`config.mk`:
```
export PLATFORM = sky130hd
export DESIGN_NAME = issue_fork_buffer
export DESIGN_NICKNAME = d
export VERILOG_FILES = /design/src/rtl/CPU_pkg.sv /design/src/rtl/issue_fifo_mem.sv /design/src/rtl/issue_fork_buffer.sv
export SDC_FILE = /design/constraint.sdc
export NUM_CORES = 1
export LEC_CHECK = 0
export CORE_AREA = 2 2 205 207
export DETAILED_ROUTE_END_ITERATION = 7
export DIE_AREA = 0 0 207 209
export PLACE_DENSITY = 0.8
export SYNTH_ARGS = -nofsm -noshare
export SYNTH_HDL_FRONTEND = slang
export SYNTH_SLANG_ARGS = --single-unit
```
`constraint.sdc`:
```
create_clock -name clk -period 13.3 [get_ports clk]
set_input_delay 2.66 -clock clk [delete_from_list [all_inputs] [get_ports clk]]
set_output_delay 2.66 -clock clk [all_outputs]
set_load 0.1 [all_outputs]
```
`src/rtl/CPU_pkg.sv`:
```
// CPU_pkg: shared CPU constants, issue channel indices and decoded payload layout
package CPU_pkg;
   localparam int CH_MAIN = 0;
   localparam int CH_MUL = 1;
   localparam int CH_DIV = 2;
   localparam int CH_FPU = 3;
   localparam int ISSUE_DEPTH = 2;
   typedef struct packed {
      logic [31:0]  pc;
      logic [6:0]   opcode;
      logic [2:0]   funct3;
      logic [6:0]   funct7;
      logic [4:0]   rd;
      logic [31:0]  rs1_val;
      logic [31:0]  rs2_val;
      logic [31:0]  rs3_val;
      logic [31:0]  imm;
      logic [11:0]  csr_addr;
      logic [37:0]  ctrl;
   } decoded_t;
endpackage

```
`src/rtl/issue_fifo_mem.sv`:
```
// issue_fifo_mem: issue buffer storage, registered write and combinational read
module issue_fifo_mem import CPU_pkg::*; #(
   parameter int W = 8,
   parameter int DEPTH = ISSUE_DEPTH
) (
   input  logic                     clk,
   input  logic                     we,
   input  logic [$clog2(DEPTH)-1:0] waddr,
   input  logic [W-1:0]             wdata,
   input  logic [$clog2(DEPTH)-1:0] raddr,
   output logic [W-1:0]             rdata
);
   logic [W-1:0] mem_q [DEPTH];
   logic [W-1:0] mem_d [DEPTH];
   // write the incoming entry into its slot
   always_comb begin
      mem_d = mem_q;
      if (we) mem_d[waddr] = wdata;
   end
   // storage has no reset; readers gate on occupancy
   always_ff @(posedge clk) mem_q <= mem_d;
   assign rdata = mem_q[raddr];
endmodule

```
`src/rtl/issue_fork_buffer.sv`:
```
// issue_fork_buffer: decode-to-issue FIFO forking the head to a mask of consumer channels
module issue_fork_buffer import CPU_pkg::*; #(
   parameter int WIDTH = 256,
   parameter int CH = 4,
   parameter int DEPTH = ISSUE_DEPTH
) (
   input  logic                       clk,
   input  logic                       reset,
   input  logic                       flush,
   input  logic                       valid_in,
   output logic                       ready_out,
   input  logic [WIDTH-1:0]           data_in,
   input  logic [CH-1:0]              sel_in,
   input  logic                       serial_in,
   input  logic                       serial_done,
   output logic [CH-1:0]              valid_out,
   input  logic [CH-1:0]              ready_in,
   output logic [WIDTH-1:0]           data_out,
   output logic [$clog2(DEPTH+1)-1:0] count
);
   localparam int AW = $clog2(DEPTH);
   localparam int CW = $clog2(DEPTH+1);
   logic [AW-1:0]       wp_q, wp_d, rp_q, rp_d;
   logic [CW-1:0]       count_q, count_d;
   logic [CH-1:0]       acked_q, acked_d, head_sel, hs;
   logic                lock_q, lock_d, lock, head_valid, push, pop;
   logic [WIDTH-1:0]    head_data;
   logic [WIDTH+CH-1:0] rd_entry;
   issue_fifo_mem #(.W(WIDTH+CH), .DEPTH(DEPTH)) u_mem (
      .clk   (clk),
      .we    (push),
      .waddr (wp_q),
      .wdata ({sel_in | CH'(1 << CH_MAIN), data_in}),
      .raddr (rp_q),
      .rdata (rd_entry)
   );
   assign {head_sel, head_data} = rd_entry;
   assign head_valid = count_q != '0;
   // a release pulse reopens the input in the same cycle it arrives
   assign lock = lock_q && !serial_done;
   assign ready_out = (count_q != CW'(DEPTH)) && !lock && !flush;
   assign push = valid_in && ready_out;
   assign valid_out = (head_valid && !flush) ? head_sel & ~acked_q : '0;
   assign hs = valid_out & ready_in;
   assign pop = head_valid && !flush && ((head_sel & ~(acked_q | hs)) == '0);
   assign data_out = head_valid ? head_data : '0;
   assign count = count_q;
   // pointer, occupancy, per-channel ack and serialisation lock updates
   always_comb begin
      wp_d = flush ? '0 : wp_q + AW'(push);
      rp_d = flush ? '0 : rp_q + AW'(pop);
      count_d = flush ? '0 : count_q + CW'(push) - CW'(pop);
      acked_d = (flush || pop) ? '0 : acked_q | hs;
      lock_d = flush ? 1'b0 : (push && serial_in) ? 1'b1 : lock;
   end
   // state registers with asynchronous reset
   always_ff @(posedge clk or posedge reset) begin
      if (reset) begin
         wp_q <= '0;
         rp_q <= '0;
         count_q <= '0;
         acked_q <= '0;
         lock_q <= 1'b0;
      end else begin
         wp_q <= wp_d;
         rp_q <= rp_d;
         count_q <= count_d;
         acked_q <= acked_d;
         lock_q <= lock_d;
      end
   end
endmodule
```
# Word level (Yosys, flattened, before mapping)
# Index checks and enable logic that the tools add are counted.
# totals
word_cells	51
reg_bits	529
output_inout_bits	263
# classes
addsub	4
bitwise_logic	8
reduce_logical	14
n_eq_ne	1
mux	14
n_lt_le_gt_ge	3
# ops
operator	count
260-bit 2-to-1 mux	4
520-bit bitwise mux	1
260-bit demux with 1-bit select	1
256-bit 2-to-1 mux	1
4-bit bitwise AND	3
1-bit logical AND	8
4-bit 2-to-1 mux	2
4-bit NOT	2
2-bit greater-or-equal comparator (second input constant)	2
4-bit logical NOT	1
1-bit 2-to-1 mux	4
1-bit NOT with 2-bit output	2
4-bit bitwise OR	1
1-bit logical NOT	3
1-bit adder	2
2-bit by 1-bit adder with 2-bit output	1
2-bit by 1-bit < comparator with 1-bit output (second input constant)	1
2-bit 2-to-1 mux	1
2-bit != test (second input constant)	1
2-bit nonzero test	1
2-bit by 1-bit subtractor with 2-bit output	1
1-bit logical OR	1

# Logic depth before layout (Yosys ltp)
# logic_depth
ltp_word	14
depth_mapped	9
mapped_depth_nobuf	8

# Hierarchy
# Synthesis repeated with hierarchy kept, for this count alone.
# unflattened
cells_unflattened	1154
area_unflattened_um2	21919.8
# modules_own_cells
mod	instances	area_per_inst_um2	cells_per_inst
issue_fifo_mem	1	19595.0	811
issue_fork_buffer	1	2324.7	343

# Least setup slack after synthesis
# No wires, ideal clock.
# synth_path
path_kind	input-to-reg
startpoint	input flush
endpoint	register u_mem.mem_q[0] (netlist bit) (enable)
path_buffers	0
t_arrival_ns	11.216
setup_time_ns	0.654
slack_ns	1.430
cell_stages	4
cell_sequence	nor3_1 > nand2_1 > inv_1 > ha_1
# synth_between
elab_chain_len	3
# synth_rtl
item	line_no	rtl
start, declared	issue_fork_buffer.sv:9	input logic flush,
1-bit logical NOT	issue_fork_buffer.sv:41	assign ready_out = (count_q != CW'(DEPTH)) && !lock && !flush;
1-bit logical AND	issue_fork_buffer.sv:41	
1-bit logical AND	issue_fork_buffer.sv:42	assign push = valid_in && ready_out;
end signal, assigned	issue_fifo_mem.sv:21	always_ff @(posedge clk) mem_q <= mem_d;
end, declared	issue_fifo_mem.sv:13	logic [W-1:0] mem_q [DEPTH];
# No other way between the ends.
# A chain may end at the register's enable or synchronous reset.

# Final worst setup path
# layout_path
startpoint	register rp_q
endpoint	output data_out[114]
# layout_between
elab_chain_len	5
# layout_rtl
item	line_no	rtl
start, declared	issue_fork_buffer.sv:23	logic [AW-1:0] wp_q, wp_d, rp_q, rp_d;
start signal, assigned	issue_fork_buffer.sv:66	rp_q <= rp_d;
1-bit NOT with 2-bit output (implied by the code)	issue_fifo_mem.sv:22	assign rdata = mem_q[raddr];
260-bit 2-to-1 mux (implied by the code) (3 in series)	issue_fifo_mem.sv:22	
256-bit 2-to-1 mux	issue_fork_buffer.sv:46	assign data_out = head_valid ? head_data : '0;
end, declared	issue_fork_buffer.sv:18	output logic [WIDTH-1:0] data_out,
# No other way between the ends. The select of a mux whose other input is x is not followed.

==> results.py <==
metrics = {
    "placement": {
        "gp_congestion": 0.809,
        "io_buffers": 531,
        "placed_cell_area_um2": 25800,
        "dp_hpwl_um": 31400,
        "placed_cells": 2169,
    },
    "logic_synthesis": {
        "synth.most_common_cell": "edfxtp_1",
        "synth-seq-cells": 527,
        "yosysSeqAreaShare_pct": 79.0,
        "ys_warn_count": 0,
        "synthFlopType": "edfxtp_1",
        "syn_area_per_cell_um2": 17.5,
        "synth_area_leaders": "edfxtp_1 78%, mux2i_1 13%, nor2_1 4.9%",
        "synth_edf_count": 518,
        "netlist_area_um2": 20000,
        "netlist_top_cells_count": "518 x edfxtp_1, 259 x nor2_1, 258 x mux2i_1",
        "synth_top_cell_by_area": "edfxtp_1",
        "postSynthCellCount": 1144,
        "yosysUniqueCellTypes": 30,
        "async_flop_share_pct": 1.71,
        "syn_nets": 1418,
        "yosys.area.top_type_share_pct": 77.9,
    },
    "routing": {
        "post_drt_via_cell_ratio": 5.12,
        "antenna_left": 0,
        "drc": 0,
        "wire_per_inst_um": 20.7,
        "vias": 11600,
        "drtPass1Iterations": 5,
        "drt-initial-drc-count": 790,
        "finalWirelength_um": 47100,
    },
    "clock_tree": {
        "clk_pin_slew_worst_paths_ns": 0.06,
        "hold_buffers": 0,
        "worstSkewPairLatency_ns": 0.57,
        "post-cts-setup-buffer-count": 0,
        "post_cts_resized": 0,
        "clockBufferDepth": 3,
        "cts-root-buf": "clkbuf_16",
        "cts.sinks": 527,
        "cts_tree": "done",
        "cts_buffers": 52,
        "cts_htree_levels": 2,
    },
    "critical_path": {
        "path_max_fanout": 61,
        "cp_common_cell": "buf_4",
        "arrival_ns": 5.02,
        "path_cells": "buf_4 > buf_4 > mux2i_1 > nor2_1 > clkdlybuf4s50_1",
        "max_stage_delay_ns": 1.16,
        "critPathLaunchType": "flip-flop",
        "required_ns": 10.64,
        "crit_path_top_delay_cell": "clkdlybuf4s50_1",
        "worstSetupPathType": "flip-flop to output port",
        "end_kind": "output port",
    },
    "timing": {
        "maxSlewViolCount": 0,
        "rsz0062_at_grt": "no",
        "final_hold_viol_count": 0,
        "period_needed_ns": 7.68,
        "tns_ns": 0,
        "slew_headroom_pct": 26.4,
        "post-route-period-util_pct": 57.8,
        "worstMarginPinSlew_ns": 1.10,
        "setup_viol": 0,
        "fmax_mhz": 130,
        "worst_clock_skew_ns": 0.0152,
    },
    "final_layout": {
        "drive_gt1_share_pct": 5.69,
        "fin_area_um2": 27400,
        "multiInputGateArea_um2": 3910,
        "area_growth_pct": 37.3,
        "seq_area_um2": 15800,
        "final_util_pct": 66.4,
        "final_cells": 2269,
        "final_nets": 1958,
        "nFillCells": 2799,
    },
    "global_route": {
        "track_usage_pct": 21.1,
        "grt_pass1_vias": 12000,
        "antenna_found_initial": 8,
        "grt_max_degree": 91,
        "grt_pass1_wl_um": 69900,
        "globalRoute.totalOverflow": 0,
    },
    "die": {
        "initial_core_util_pct": 48.4,
        "die_w_um": 207,
        "core_area_um2": 41300,
        "io_pins": 533,
        "die-area_um2": 43300,
        "die-height_um": 209,
        "rows": 75,
    },
    "power_and_ir_drop": {
        "power_mw": 4.16,
        "leakage_nw": 8.70,
        "power_density_nw_per_um2": 152,
        "peakVddDrop_v": 0.000121,
    },
    "hold_path": {
        "hold_class": "flip-flop to flip-flop",
    },
    "status": {
        "status": "complete, no violations",
    },
    "job": {
        "cap_viol_max_count": 0,
    },
}
## worst paths after layout
kind	startpoint	depth (start not counted)	endpoint	slack, ns
max in group asynchronous	reset	2	rp_q	10.63
min reg2reg	acked_q[3]	2	acked_q[3]	0.64
min	acked_q[3]	2	acked_q[3]	0.64
max reg2reg	count[1]	7	u_mem.mem_q[161]	9.02
max	rp_q	5	data_out[114]	5.62
min in group asynchronous	reset	2	acked_q[1]	2.36
## layout make-up
| class | count | area share (%) |
|---|---|---|
| well taps | 539 | 2.46 |
| flip-flops and latches | 527 | 57.6 |
| inverters | 5 | 0.0684 |
| repair buffers | 544 | 19.7 |
| clock buffers | 63 | 4.97 |
| multi-input cells | 554 | 14.3 |
| diodes | 8 | 0.0730 |
| clock inverters | 29 | 0.862 |
## placed cells by master, fill, tap and decap left out, types with 4 or more instances in the layout
master and n:
clkinv_1 13, mux2i_1 258, clkinv_2 10, nor3_1 6, clkdlybuf4s50_1 531, inv_1 5
bufinv_16 4, clkbuf_1 10, diode_2 8, dfrtp_1 8, clkbuf_16 53, edfxtp_1 518
nor2_1 259, buf_4 13
## registers in the layout, summed over array words and instances (netlist names)
signal and count:
acked_q 4, wp_q 1, rp_q 1, lock_q 1
u_mem.mem_q 518, count 2
## metrics by stage
stage | hold slack [ns] | setup WS [ns]
after floorplan | 0.572 | 1.43
after global placement | 0.591 | 5.67
after detailed placement | 0.635 | 5.66
after CTS | 0.647 | 5.52
after global routing | 0.696 | 5.35
final | 0.639 | 5.62
## per-layer routing
layer / vias up / track usage [%] / share of wire, %
met5: - / 0 / 0
met4: 0 / 10.6 / 4.1
met3: 107 / 5.50 / 7.2
met2: 469 / 35.9 / 51
met1: 5670 / 25.0 / 37
li1: 5361 / - / -
## critical path: cells and delay by family (launching register included)
| kind | cells | cell delay, ns |
|---|---|---|
| flops | 1 | 1.09 |
| simple gates | 1 | 0.14 |
| mux | 1 | 0.24 |
| buf+inv | 3 | 2.91 |
## kinds of logic (layout without fill, tap and decap cells)
| group | after synthesis | count (layout) | synth area share, % |
|---|---|---|---|
| AO/OA/AOI/OAI | 8 | 8 | 0.307 |
| XOR/XNOR | 2 | 2 | 0.0877 |
| adder cells (fa/ha/maj) | 4 | 4 | 0.251 |
| buffers and inverters | 63 | 641 | 1.57 |
| flip-flops | 527 | 527 | 79.0 |
| multiplexers | 260 | 260 | 13.1 |
| other | 0 | 8 | 0 |
| AND/OR/NAND/NOR | 280 | 280 | 5.68 |
## power breakdown
group | internal (mW) | switching (mW)
Sequential | 1.90 | 0.0180
Clock | 0.802 | 0.586
Combinational | 0.212 | 0.638
Total | 2.91 | 1.24
Note: power is estimated with default switching activity, not from simulation.
